$ cat config.mk
export PLATFORM = sky130hd
export DESIGN_NAME = mw_result_stage
export DESIGN_NICKNAME = d
export VERILOG_FILES = /design/src/rtl/mw_result_stage_pkg.sv /design/src/rtl/mw_load_tracker.sv /design/src/rtl/mw_result_stage.sv
export SDC_FILE = /design/constraint.sdc
export NUM_CORES = 1
export LEC_CHECK = 0
export ABC_AREA = 1
export CORE_ASPECT_RATIO = 0.7
export CORE_MARGIN = 4
export CORE_UTILIZATION = 35
export DETAILED_ROUTE_END_ITERATION = 6
export PLACE_DENSITY = 0.76
export SYNTH_ARGS = -nofsm -noshare
export SYNTH_HDL_FRONTEND = slang
export SYNTH_SLANG_ARGS = --single-unit
$ cat constraint.sdc
create_clock -name clk -period 1.9 [get_ports clk]
set_input_delay 0.475 -clock clk [delete_from_list [all_inputs] [get_ports clk]]
set_output_delay 0.475 -clock clk [all_outputs]
set_load 0.1 [all_outputs]
$ cat src/rtl/mw_result_stage_pkg.sv
// Shared opcode constants and instruction field helpers for the M-to-W result stage.
package mw_result_stage_pkg;

  localparam logic [5:0] OP_LW   = 6'h23;
  localparam logic [5:0] OP_LH   = 6'h21;
  localparam logic [5:0] OP_LB   = 6'h20;
  localparam logic [5:0] OP_LHU  = 6'h25;
  localparam logic [5:0] OP_LBU  = 6'h24;
  localparam logic [5:0] OP_COP0 = 6'h10;
  localparam logic [4:0] RS_MFC0 = 5'h00;

  function automatic logic [5:0] instr_op(input logic [31:0] instr);
    return instr[31:26];
  endfunction

  function automatic logic [4:0] instr_rs(input logic [31:0] instr);
    return instr[25:21];
  endfunction

  function automatic logic [4:0] instr_rt(input logic [31:0] instr);
    return instr[20:16];
  endfunction

  function automatic logic is_load_op(input logic [5:0] op);
    return (op == OP_LW) || (op == OP_LH) || (op == OP_LB) ||
           (op == OP_LHU) || (op == OP_LBU);
  endfunction

endpackage

$ cat src/rtl/mw_load_tracker.sv
// Load-return tracker: IDLE/WAIT/DRAIN FSM with timeout counter; produces stall,
// absorb (stale response swallowed) and timeout (load abandoned this cycle).
module mw_load_tracker #(
  parameter int TIMEOUT = 16
) (
  input  logic clk,
  input  logic reset,
  input  logic load,
  input  logic rvalid,
  input  logic req,
  output logic stall,
  output logic absorb,
  output logic timeout
);

  localparam int CW = (TIMEOUT > 1) ? $clog2(TIMEOUT) : 1;
  localparam logic [CW-1:0] LAST = CW'(TIMEOUT - 1);

  typedef enum logic [1:0] {
    IDLE  = 2'd0,
    WAIT  = 2'd1,
    DRAIN = 2'd2
  } state_t;

  state_t        state, state_nxt;
  logic [CW-1:0] cnt, cnt_nxt;

  always_ff @(posedge clk or posedge reset) begin
    if (reset) begin
      state <= IDLE;
      cnt   <= '0;
    end else begin
      state <= state_nxt;
      cnt   <= cnt_nxt;
    end
  end

  always_comb begin
    state_nxt = state;
    cnt_nxt   = cnt;
    stall     = 1'b0;
    absorb    = 1'b0;
    timeout   = 1'b0;
    case (state)
      IDLE: begin
        if (load && !rvalid) begin
          if (req) begin
            state_nxt = DRAIN;
          end else begin
            stall     = 1'b1;
            state_nxt = WAIT;
            cnt_nxt   = '0;
          end
        end
      end
      WAIT: begin
        if (req) begin
          // A response arriving with the kill belongs to the killed load.
          absorb    = rvalid;
          state_nxt = rvalid ? IDLE : DRAIN;
        end else if (rvalid) begin
          state_nxt = IDLE;
        end else if (cnt == LAST) begin
          // Stall drops on the timeout cycle so the dead load leaves M unwritten.
          timeout   = 1'b1;
          state_nxt = DRAIN;
        end else begin
          stall   = 1'b1;
          cnt_nxt = cnt + 1'b1;
        end
      end
      DRAIN: begin
        stall = load && !req;
        if (rvalid) begin
          absorb    = 1'b1;
          state_nxt = IDLE;
        end
      end
      default: state_nxt = IDLE;
    endcase
  end

endmodule

$ cat src/rtl/mw_result_stage.sv
// M-to-W result stage: decode, writeback source select and W register.
// Optional retire counter port enabled by defining MW_RETIRE_CNT_EN.
module mw_result_stage
  import mw_result_stage_pkg::*;
#(
  parameter int DATA_W  = 32,
  parameter int ADDR_W  = 5,
  parameter int TIMEOUT = 16
`ifdef MW_RETIRE_CNT_EN
  ,
  parameter int CNT_W   = 32
`endif
) (
  input  logic              clk,
  input  logic              reset,
  input  logic              m_valid_i,
  input  logic [31:0]       instr_m_i,
  input  logic              reg_write_m_i,
  input  logic [ADDR_W-1:0] reg_addr_m_i,
  input  logic [DATA_W-1:0] reg_data_m_i,
  input  logic [DATA_W-1:0] cp0_data_i,
  input  logic              mem_rvalid_i,
  input  logic [DATA_W-1:0] mem_rdata_i,
  input  logic              req_i,
  output logic              stall_o,
  output logic              w_valid_o,
  output logic              w_reg_write_o,
  output logic [ADDR_W-1:0] w_reg_addr_o,
  output logic [DATA_W-1:0] w_reg_data_o,
`ifdef MW_RETIRE_CNT_EN
  output logic [CNT_W-1:0]  retire_cnt_o,
`endif
  output logic              bus_err_o
);

  logic [5:0]        op;
  logic [4:0]        rs, rt;
  logic              is_load, is_mfc0;
  logic              sel_we;
  logic [ADDR_W-1:0] sel_addr;
  logic [DATA_W-1:0] sel_data;
  logic              stall, absorb, timeout, load_ok, commit;

  assign op      = instr_op(instr_m_i);
  assign rs      = instr_rs(instr_m_i);
  assign rt      = instr_rt(instr_m_i);
  assign is_load = is_load_op(op);
  assign is_mfc0 = (op == OP_COP0) && (rs == RS_MFC0);

  always_comb begin
    sel_we   = reg_write_m_i;
    sel_addr = reg_addr_m_i;
    sel_data = reg_data_m_i;
    if (is_load) begin
      sel_we   = 1'b1;
      sel_addr = ADDR_W'(rt);
      sel_data = mem_rdata_i;
    end else if (is_mfc0) begin
      sel_we   = 1'b1;
      sel_addr = ADDR_W'(rt);
      sel_data = cp0_data_i;
    end
  end

  mw_load_tracker #(
    .TIMEOUT(TIMEOUT)
  ) u_tracker (
    .clk    (clk),
    .reset  (reset),
    .load   (m_valid_i & is_load),
    .rvalid (mem_rvalid_i),
    .req    (req_i),
    .stall  (stall),
    .absorb (absorb),
    .timeout(timeout)
  );

  assign stall_o = stall;
  assign load_ok = mem_rvalid_i & ~absorb;
  assign commit  = m_valid_i & ~stall & ~req_i & ~timeout & (~is_load | load_ok);

  // M -> W register boundary
  always_ff @(posedge clk or posedge reset) begin
    if (reset) begin
      w_valid_o     <= 1'b0;
      w_reg_write_o <= 1'b0;
      w_reg_addr_o  <= '0;
      w_reg_data_o  <= '0;
      bus_err_o     <= 1'b0;
    end else begin
      w_valid_o     <= commit;
      w_reg_write_o <= commit & sel_we & (sel_addr != '0);
      bus_err_o     <= timeout;
      if (commit) begin
        w_reg_addr_o <= sel_addr;
        w_reg_data_o <= sel_data;
      end
    end
  end

`ifdef MW_RETIRE_CNT_EN
  always_ff @(posedge clk or posedge reset) begin
    if (reset) begin
      retire_cnt_o <= '0;
    end else if (commit) begin
      retire_cnt_o <= retire_cnt_o + 1'b1;
    end
  end
`endif

endmodule

==> reports/qor.yml, run 1 <==
synth:
  ys_ff_latch: 46
  netlist.area_leader.share_pct: 36.0
  synth_warnings: 0
  synth_cell_type_count: 24
  syn_area_per_cell_um2: 6.60
  async_flop_share_pct: 100
  yosys-top-cells-count: "nand2_1, nand3_1, inv_1"
  yosysSeqAreaShare_pct: 36.0
  syn_area_um2: 3200
  synth.largest_area_cell: "dfrtp_1"
  synth_nets: 628
  synth_ff_type: "dfrtp_1"
  yosysMostFrequentCell: "nand2_1"
  synth-edff-count: 0
  synth.area.top_cells: "dfrtp_1, nand2_1, nand3_1"
  synth_cells: 484
floorplanning:
  core_area_um2: 8650
  io_pins: 180
  rows: 28
  die_y_um: 87.9
  initial_core_util_pct: 36.9
  dieArea_um2: 10700
  die_w_um: 122
timing:
  rsz0062_at_grt: "yes"
  finalSetupViolations: 38
  maxSlewViolCount: 0
  clock_skew_ns: 0.00608
  worst_pin_slew_ns: 0.419
  layout_setup_ws_ns: -0.216
  finalCriticalPeriod_ns: 2.12
  max_freq_mhz: 473
  slew-limit-headroom_pct: 72.0
  hold_viol: 0
  fin_crit_sh_pct: 111
  whs_ns: 0.513
  finalSetupTns_ns: -3.23
min_path:
  hold_path.class: "in -> async"
layout:
  drive_gt1_share_pct: 19.2
  fin_nets: 814
  area_growth_pct: 87.9
  final_cells: 791
  antennaDiodeCount: 0
  fillers: 707
worst_setup_path:
  rr_startpoint: "u_tracker.state[1]$_DFFE_PP0P_"
  worstPathRequired_ns: 1.42
  rrSetupSlack_ns: -0.12
  cp-end-kind: "output pin"
  cp.arrival_ns: 1.64
  crit_type: "reg -> out"
  start_kind: "flop"
  timing.rr.end: "w_reg_data_o[1]$_DFFE_PP0P_"
  path_max_fanout: 3
  r2r.worst_path.cells: 13
placement:
  dp_hpwl_um: 8680
  io_buffers: 163
  placedCellCount: 769
  gp_congestion: 0.954
outcome:
  violations: "setup timing"
  outcome: "complete, but fails checks"
clock_tree:
  cts.sinks: 46
  postCtsHoldBufs: 0
  htreeDepth: 2
  cts_buffers: 5
  cts-root-buf: "clkbuf_16"
  clock_latency_ns: 0.28
  clkTransAtPathRegs_ns: 0.06
  cts_tree: "built"
  clockBufferDepth: 2
global_route:
  grt_pass1_vias: 3860
  grt_max_degree: 34
  grt_usage_pct: 20.7
  grt_pass1_wl_um: 17800
  antenna_found_initial: 0
  grt_overflow: 0
run:
  max_cap_viol_count: 0
pwr:
  intPower_mw: 3.12
  combPwrFrac_pct: 58.4
  ir_drop_v: 0.000693
  p_leak_nw: 3.00
  swShare_pct: 45.3
  p_per_area_nw_per_um2: 949
  switchingPower_mw: 2.58
  pwr-share-clk_pct: 16.5
  power.share.sequential_pct: 25.1
detailed_routing:
  first_pass_iters: 5
  routed_wl_um: 12100
  drt_iter0_markers: 210
  ant_nets: 0
  viasPerCell: 4.87
  wire_per_inst_um: 15.2
  vias: 3854
  drcViolationCount: 0
==> layer usage <==
layer / global-route usage, % / share of wire, %
met1: 24.7 / 41
met2: 36.3 / 47
met3: 6.84 / 11
met4: 4.98 / 1.5
met5: 0 / 0
==> area by class of cell <==
class	count	area, um^2	share of cell area (%)
well taps	120	150	2.50
clock buffers	8	166	2.77
repair buffers	208	2530	42.1
flip-flops and latches	46	1150	19.2
inverters	57	218	3.63
multi-input cells	352	1790	29.9
==> worst max path at each step <==
stage | depth (start not counted) | slack [ns] | start | to
6_report | 9 | -0.22 | u_tracker.state[1]$_DFFE_PP0P_ | stall_o
5_1_grt | 9 | -0.28 | u_tracker.state[1]$_DFFE_PP0P_ | stall_o
4_1_cts | 9 | -0.19 | u_tracker.state[1]$_DFFE_PP0P_ | stall_o
3_5_place_dp | 12 | -0.55 | instr_m_i[29] | w_reg_data_o[31]$_DFFE_PP0P_
3_3_place_gp | 11 | -0.46 | instr_m_i[29] | stall_o
2_1_floorplan | 8 | -0.12 | u_tracker.state[1]$_DFFE_PP0P_ | stall_o
==> kinds of logic after synthesis <==
logic type	Yosys count	share of synthesized area [%]
adders and majority gates	5	1.96
and+or+nand+nor	332	47.5
buffers and inverters	86	11.9
DFF	46	36.0
xor gates and xnor gates	1	0.274
AOI/OAI and AO/OA	14	2.35
==> critical path, cell delays in order, from the launching register on <==
cell,delay (ns)
dfrtp_1,0.42
inv_2,0.12
ha_4,0.15
inv_2,0.04
nor2_4,0.08
nand4_1,0.11
nand3_2,0.11
nand2_2,0.08
clkinvlp_4,0.09
buf_12,0.17
==> flip-flops by register name, summed over array words and instances (netlist names) <==
signal,flops
bus_err_o,1
u_tracker.cnt,4
u_tracker.state,2
w_reg_addr_o,5
w_reg_data_o,32
w_reg_write_o,1
w_valid_o,1
==> power by group through the flow <==
| stage | clock network, mW | registers, mW | logic (mW) |
|---|---|---|---|
| after CTS | 0.964 | 1.43 | 3.17 |
| after floorplan | 0 | 2.58 | 0.593 |
| after global placement | 0 | 1.43 | 3.05 |
| final | 0.944 | 1.43 | 3.33 |
| after global routing | 1.01 | 1.45 | 3.48 |
| after detailed placement | 0 | 1.43 | 3.10 |
==> per-stage QoR <==
step	utilization (%)	worst slack, ns	power (mW)	area [um^2]
after floorplan	-	-0.118	3.17	3240
after CTS	66.4	-0.194	5.56	5750
after detailed placement	63.8	-0.550	4.54	5520
after global routing	69.4	-0.284	5.95	6010
final	69.4	-0.216	5.70	6010
after global placement	63.8	-0.457	4.47	5520
==> cell usage in the layout (no fill, tap or decap) <==
cell | Yosys | routed
or2_2 | 1 | 1
a21oi_2 | 0 | 1
nand3b_1 | 38 | 38
or2_1 | 1 | 1
clkbuf_2 | 0 | 1
nand3_1 | 73 | 70
nand2_1 | 201 | 194
o211ai_1 | 1 | 1
nor3b_4 | 0 | 1
nor2_2 | 3 | 2
buf_8 | 0 | 2
nand2_8 | 0 | 1
buf_12 | 0 | 45
buf_6 | 3 | 7
a21oi_1 | 5 | 4
ha_2 | 0 | 1
nand3_2 | 0 | 3
o21ai_0 | 7 | 7
clkinvlp_4 | 0 | 1
a22oi_1 | 1 | 1
inv_1 | 56 | 49
ha_4 | 0 | 3
buf_4 | 5 | 28
nor3_4 | 0 | 1
nand4_1 | 2 | 2
dfrtp_1 | 46 | 46
clkbuf_8 | 0 | 3
dlygate4sd2_1 | 0 | 8
nand2_2 | 2 | 8
xor2_1 | 1 | 1
clkbuf_16 | 0 | 9
nor2_4 | 0 | 4
nor2_1 | 9 | 6
clkdlybuf4s50_1 | 0 | 113
inv_2 | 1 | 7
ha_1 | 5 | 1
==> what timing repair did <==
item	CTS	global route
pin swaps	7	19
endpoints found under the setup margin	46	45
gates resized for setup	23	27
gates cloned	0	6
buffers inserted	6	5
(Power assumes the default switching activity.)
==> run 2, diff against run 1 <==
--- a/config.mk
+++ b/config.mk
@@ -11,6 +11,7 @@
 export CORE_UTILIZATION = 35
 export DETAILED_ROUTE_END_ITERATION = 6
 export PLACE_DENSITY = 0.76
+export REMOVE_ABC_BUFFERS = 1
 export SYNTH_ARGS = -nofsm -noshare
 export SYNTH_HDL_FRONTEND = slang
 export SYNTH_SLANG_ARGS = --single-unit
==> reports/qor.yml, run 2 (synthesis results as in run 1) <==
detailed_routing:
  viasPerCell: 4.87
  ant_nets: 0
  routed_wl_um: 12100
  wire_per_inst_um: 15.1
  drt_iter0_markers: 235
  drcViolationCount: 0
  vias: 3896
  first_pass_iters: 5
timing:
  worst_pin_slew_ns: 0.450
  clock_skew_ns: 0.00254
  finalCriticalPeriod_ns: 2.10
  layout_setup_ws_ns: -0.199
  slew-limit-headroom_pct: 69.9
  whs_ns: 0.518
  fin_crit_sh_pct: 110
  max_freq_mhz: 476
  rsz0062_at_grt: "yes"
  finalSetupViolations: 45
  hold_viol: 0
  maxSlewViolCount: 0
pwr:
  ir_drop_v: 0.000455
  total_power_mw: 6.08
  p_leak_nw: 3.09
  p_per_area_nw_per_um2: 994
worst_setup_path:
  cp.arrival_ns: 1.62
  crit_path_top_delay_cell: "dfrtp_1"
  critPathBufInv: 4
  cpPeakStageDelay_ns: 0.40
  crit_chain: "inv_2 > ha_4 > inv_2 > nor2_4 > nand4_1 > nand3_2 > nand2_2 > inv_2 > buf_12"
  path_common_cell: "inv_2"
  worstPathRequired_ns: 1.42
  path_delay_family: "simple AND/OR/NAND/NOR gates"
  crit_type: "reg -> out"
  start_kind: "flop"
  cp-end-kind: "output pin"
  path_max_fanout: 2
global_route:
  met3_usage_pct: 4.65
  grt_max_degree: 34
  grt_pass1_vias: 3867
  antenna_found_initial: 0
  grt_util_met2_pct: 36.7
  grt_pass1_wl_um: 17800
  busiest_layer: "met2"
  grt_util_met1_pct: 24.8
  grt_usage_pct: 20.7
  grt_overflow: 0
run:
  max_cap_viol_count: 0
floorplanning:
  core_area_um2: 8650
  initial_core_util_pct: 36.9
  dieArea_um2: 10700
  io_pins: 180
  die_w_um: 122
  rows: 28
  die_y_um: 87.9
min_path:
  hold_path.class: "in -> async"
clock_tree:
  cts-root-buf: "clkbuf_16"
  htreeDepth: 2
  clockBufferDepth: 2
  cts.sinks: 46
  cts_buffers: 5
  clkTransAtPathRegs_ns: 0.06
  postCtsHoldBufs: 0
  cts_tree: "built"
  clock_latency_ns: 0.28
layout:
  final_common_cell: "nand2_1"
  fin_nets: 823
  largest_reg_flops: 32
  top_register: "w_reg_data_o"
  top_regs: "w_reg_data_o (32), w_reg_addr_o (5), u_tracker.cnt (4)"
  antennaDiodeCount: 0
  drive_gt1_share_pct: 23.5
  layout_common_cells: "nand2_1, clkdlybuf4s50_1, nand3_1"
  area_growth_pct: 91.4
  fillers: 652
placement:
  io_buffers: 163
  gp_congestion: 0.904
  dp_hpwl_um: 8360
outcome:
  outcome: "complete, but fails checks"
  violations: "setup timing"
## run 2: cell count changes in the layout (fill, tap and decap cells not counted), sizes merged, moves of 2 or more
cell	before	now
buf	82	92
bufinv	0	2
clkbuf	13	9
dlygate4sd2	8	6
## run 2: final timing paths
| check | start | to | slack, ns | cells past startpoint |
|---|---|---|---|---|
| setup / recovery | u_tracker.state[1]$_DFFE_PP0P_ | stall_o | -0.20 | 9 |
| hold / removal | reset | w_reg_data_o[4]$_DFFE_PP0P_ | 0.52 | 2 |
| min in group clk | w_reg_data_o[9]$_DFFE_PP0P_ | w_reg_data_o[9]$_DFFE_PP0P_ | 0.53 | 2 |
| hold reg to reg | w_reg_data_o[9]$_DFFE_PP0P_ | w_reg_data_o[9]$_DFFE_PP0P_ | 0.53 | 2 |
| max in group asynchronous | reset | w_reg_addr_o[4]$_DFFE_PP0P_ | 0.95 | 3 |
| setup reg to reg | u_tracker.state[1]$_DFFE_PP0P_ | w_reg_data_o[2]$_DFFE_PP0P_ | -0.14 | 12 |
## run 2: worst reg2reg max path, stage by stage (launching register included)
cell       delay [ns]
dfrtp_1          0.40
buf_4            0.16
ha_4             0.16
inv_4            0.06
buf_6            0.09
nand2_1          0.06
a21oi_2          0.16
nor2_2           0.07
nor3_4           0.31
nand2_4          0.15
clkbuf_16        0.20
nand2_2          0.05
nand2_1          0.05
## run 2: layer usage
metal	vias up	wire, um
li1	1902	-
met1	1832	5100
met2	139	6020
met3	23	716
met4	0	267
met5	-	0
## run 2: final cells by class
type	instances	area, um^2	area share, %
flip-flops and latches	46	1150	18.8
multi-input cells	353	1860	30.4
clock buffers	6	139	2.27
clock inverters	2	60.1	0.982
inverters	57	216	3.54
repair buffers	216	2540	41.5
well taps	120	150	2.45
## run 2: per-stage QoR
| stage | area, um^2 | setup WS, ns | std cells | util (%) | setup TNS [ns] |
|---|---|---|---|---|---|
| final | 6120 | -0.199 | 800 | 70.7 | -4.70 |
| after global routing | 6120 | -0.246 | 800 | 70.7 | -8.51 |
| after CTS | 5850 | -0.168 | 789 | 67.6 | -0.168 |
| after detailed placement | 5500 | -0.516 | 768 | 63.6 | -18.76 |
| after global placement | 5500 | -0.421 | 768 | 63.6 | -16.27 |
| after floorplan | 3030 | -1.61 | 455 | - | -63.46 |
## run 2: where the power goes
group / total, mW / internal [mW] / switching [mW]
Combinational: 3.49 / 1.42 / 2.08
Clock: 1.15 / 0.789 / 0.361
Sequential: 1.44 / 1.19 / 0.241
## run 2: timing repair
action,CTS,global route
resized for setup,31,54
gates cloned,0,4
endpoints found under the setup margin,46,46
pin swaps,11,18
buffers inserted,13,7
==> run 3, diff against run 2 <==
--- a/config.mk
+++ b/config.mk
@@ -8,10 +8,12 @@
 export ABC_AREA = 1
 export CORE_ASPECT_RATIO = 0.7
 export CORE_MARGIN = 4
-export CORE_UTILIZATION = 35
+export CORE_UTILIZATION = 34
 export DETAILED_ROUTE_END_ITERATION = 6
-export PLACE_DENSITY = 0.76
+export PLACE_DENSITY = 0.77
 export REMOVE_ABC_BUFFERS = 1
 export SYNTH_ARGS = -nofsm -noshare
 export SYNTH_HDL_FRONTEND = slang
+export SYNTH_HIERARCHICAL = 1
 export SYNTH_SLANG_ARGS = --single-unit
+export TNS_END_PERCENT = 30
==> reports/qor.yml, run 3 <==
layout:
  fin_nets: 745
  antennaDiodeCount: 0
  final_common_cell: "clkdlybuf4s50_1"
  register_area_um2: 1150
  top_regs: "w_reg_data_o (32), w_reg_addr_o (5), u_tracker/cnt (4)"
  largest_reg_flops: 32
  multi_input_area_um2: 1760
  fillers: 561
  drive_gt1_share_pct: 34.9
  top_register: "w_reg_data_o"
  area_growth_pct: 111
  layout_common_cells: "clkdlybuf4s50_1, nand2_1, buf_12"
floorplanning:
  die_w_um: 118
  core_area_um2: 8010
  dieArea_um2: 9960
  io_pins: 180
  die_y_um: 84.7
  rows: 27
  initial_core_util_pct: 35.7
synth:
  syn_area_um2: 2860
  synth_ff_type: "dfrtp_1"
  synth_xor_area_share_pct: 0.306
  synth_fa_ha_area_share_pct: 2.19
  ys_ff_latch: 46
  yosys-top-cells-count: "nand2_1, a21oi_1, inv_1"
  synth_warnings: 6
  synth.largest_area_cell: "dfrtp_1"
  netlist.area_leader.share_pct: 40.3
  synth_cells: 393
  synth.area.top_cells: "dfrtp_1, nand2_1, a21oi_1"
  synth_top_family_by_area: "simple AND/OR/NAND/NOR gates"
  synth.area.mux_share_pct: 0
  synth-edff-count: 0
  yosysMostFrequentCell: "nand2_1"
  yosys.area_share.simple_pct: 25.2
  async_flop_share_pct: 100
  synth_compound_area_share_pct: 20.4
  syn_area_per_cell_um2: 7.27
  yosysSeqAreaShare_pct: 40.3
  synth_cell_type_count: 28
detailed_routing:
  wire_per_inst_um: 17.0
  first_pass_iters: 4
  vias: 3516
  routed_wl_um: 11900
  drcViolationCount: 0
  ant_nets: 0
  viasPerCell: 5.01
  drt_iter0_markers: 147
worst_setup_path:
  crit_chain: "buf_2 > inv_2 > nor3_2 > nand2_2 > nor2_4 > nand4_1 > nand2_2 > nor2_4 > nor2_4 > buf_6 > buf_12"
  cpPeakStageDelay_ns: 0.19
  crit_path_top_delay_cell: "nor3_2"
  cp-end-kind: "output pin"
  critPathBufInv: 4
  path_delay_family: "simple AND/OR/NAND/NOR gates"
  path_common_cell: "nor2_4"
  cp.arrival_ns: 1.85
  start_kind: "primary input"
  path_max_fanout: 3
  worstPathRequired_ns: 1.42
  crit_type: "in -> out"
timing:
  maxSlewViolCount: 0
  slew-limit-headroom_pct: 62.0
  finalSetupViolations: 46
  max_freq_mhz: 431
  layout_setup_ws_ns: -0.421
  clock_skew_ns: 0.00376
  finalCriticalPeriod_ns: 2.32
  rsz0062_at_grt: "yes"
  fin_crit_sh_pct: 122
  hold_viol: 0
  worst_pin_slew_ns: 0.570
pwr:
  p_leak_nw: 2.73
  p_per_area_nw_per_um2: 813
  total_power_mw: 4.90
  ir_drop_v: 0.000457
placement:
  place_ws_ns: -0.837
  dp_hpwl_um: 8030
  io_buffers: 163
  gp_congestion: 0.845
global_route:
  grt_overflow: 0
  grt_max_degree: 56
  grt_pass1_vias: 3711
  grt_pass1_wl_um: 18400
  antenna_found_initial: 0
  grt_usage_pct: 22.5
clock_tree:
  postCtsHoldBufs: 0
  cts-root-buf: "clkbuf_16"
  cts_tree: "built"
  cts.sinks: 46
  clkTransAtPathRegs_ns: 0.06
  clockBufferDepth: 2
  htreeDepth: 2
  cts_buffers: 5
  clock_latency_ns: 0.28
run:
  max_cap_viol_count: 0
outcome:
  outcome: "complete, but fails checks"
  violations: "setup timing"
min_path:
  hold_path.class: "in -> async"
## run 3: worst paths after layout
kind	startpoint	endpoint	slack (ns)	depth (start not counted)
worst max-delay path	instr_m_i[31]	stall_o	-0.42	11
worst min-delay path	reset	u_tracker/cnt[2]$_DFFE_PP0P_	0.49	2
worst max register to register	u_tracker/state[1]$_DFFE_PP0P_	u_tracker/state[0]$_DFFE_PP0P_	-0.41	16
worst min register to register	w_reg_data_o[18]$_DFFE_PP0P_	w_reg_data_o[18]$_DFFE_PP0P_	0.54	2
max in group asynchronous	reset	w_reg_data_o[16]$_DFFE_PP0P_	1.04	3
min in group clk	w_reg_data_o[18]$_DFFE_PP0P_	w_reg_data_o[18]$_DFFE_PP0P_	0.54	2
## run 3: where the power goes
part           internal [mW]  switching [mW]
combinational           1.06            1.55
clock                  0.649           0.343
sequential              1.12           0.182
total                   2.83            2.07
## run 3: cells by family (layout without fill, tap and decap cells)
logic type | after synthesis | in the layout
compound gates | 100 | 100
xor+xnor | 1 | 1
buf+inv | 75 | 283
fa+ha+maj | 5 | 5
simple gates | 166 | 166
flops | 46 | 46
## run 3: area by class of cell
type	count	share of cell area, %
multi-input combinational	272	29.2
clock buffer	6	2.31
timing repair buffer	221	43.1
clock inverter	1	0.499
tap	101	2.10
inverter	55	3.68
sequential	46	19.1
## run 3: per-stage QoR
step           hold WS, ns  util (%)  std cells  cell area, um^2  setup TNS, ns
2_1_floorplan        0.266         -        373             2740         -76.36
3_3_place_gp         0.527      65.4        673             5240         -27.58
3_5_place_dp         0.539      65.4        673             5240         -31.05
4_1_cts              0.488      73.7        703             5900          -8.61
5_1_grt              0.517      75.2        702             6020         -16.83
6_report             0.485      75.2        702             6020         -12.63
## run 3: what timing repair did
action | CTS | global route
cloned | 3 | 0
setup buffers | 20 | 2
endpoints found under the setup margin | 40 | 46
pin swaps | 21 | 21
resized for setup | 91 | 51
## run 3: layer usage
layer / global-route usage [%] / part of all wire, %
met1: 24.3 / 37
met3: 7.61 / 7.5
met4: 7.34 / 2.7
met2: 41.6 / 52
met5: 0 / 0
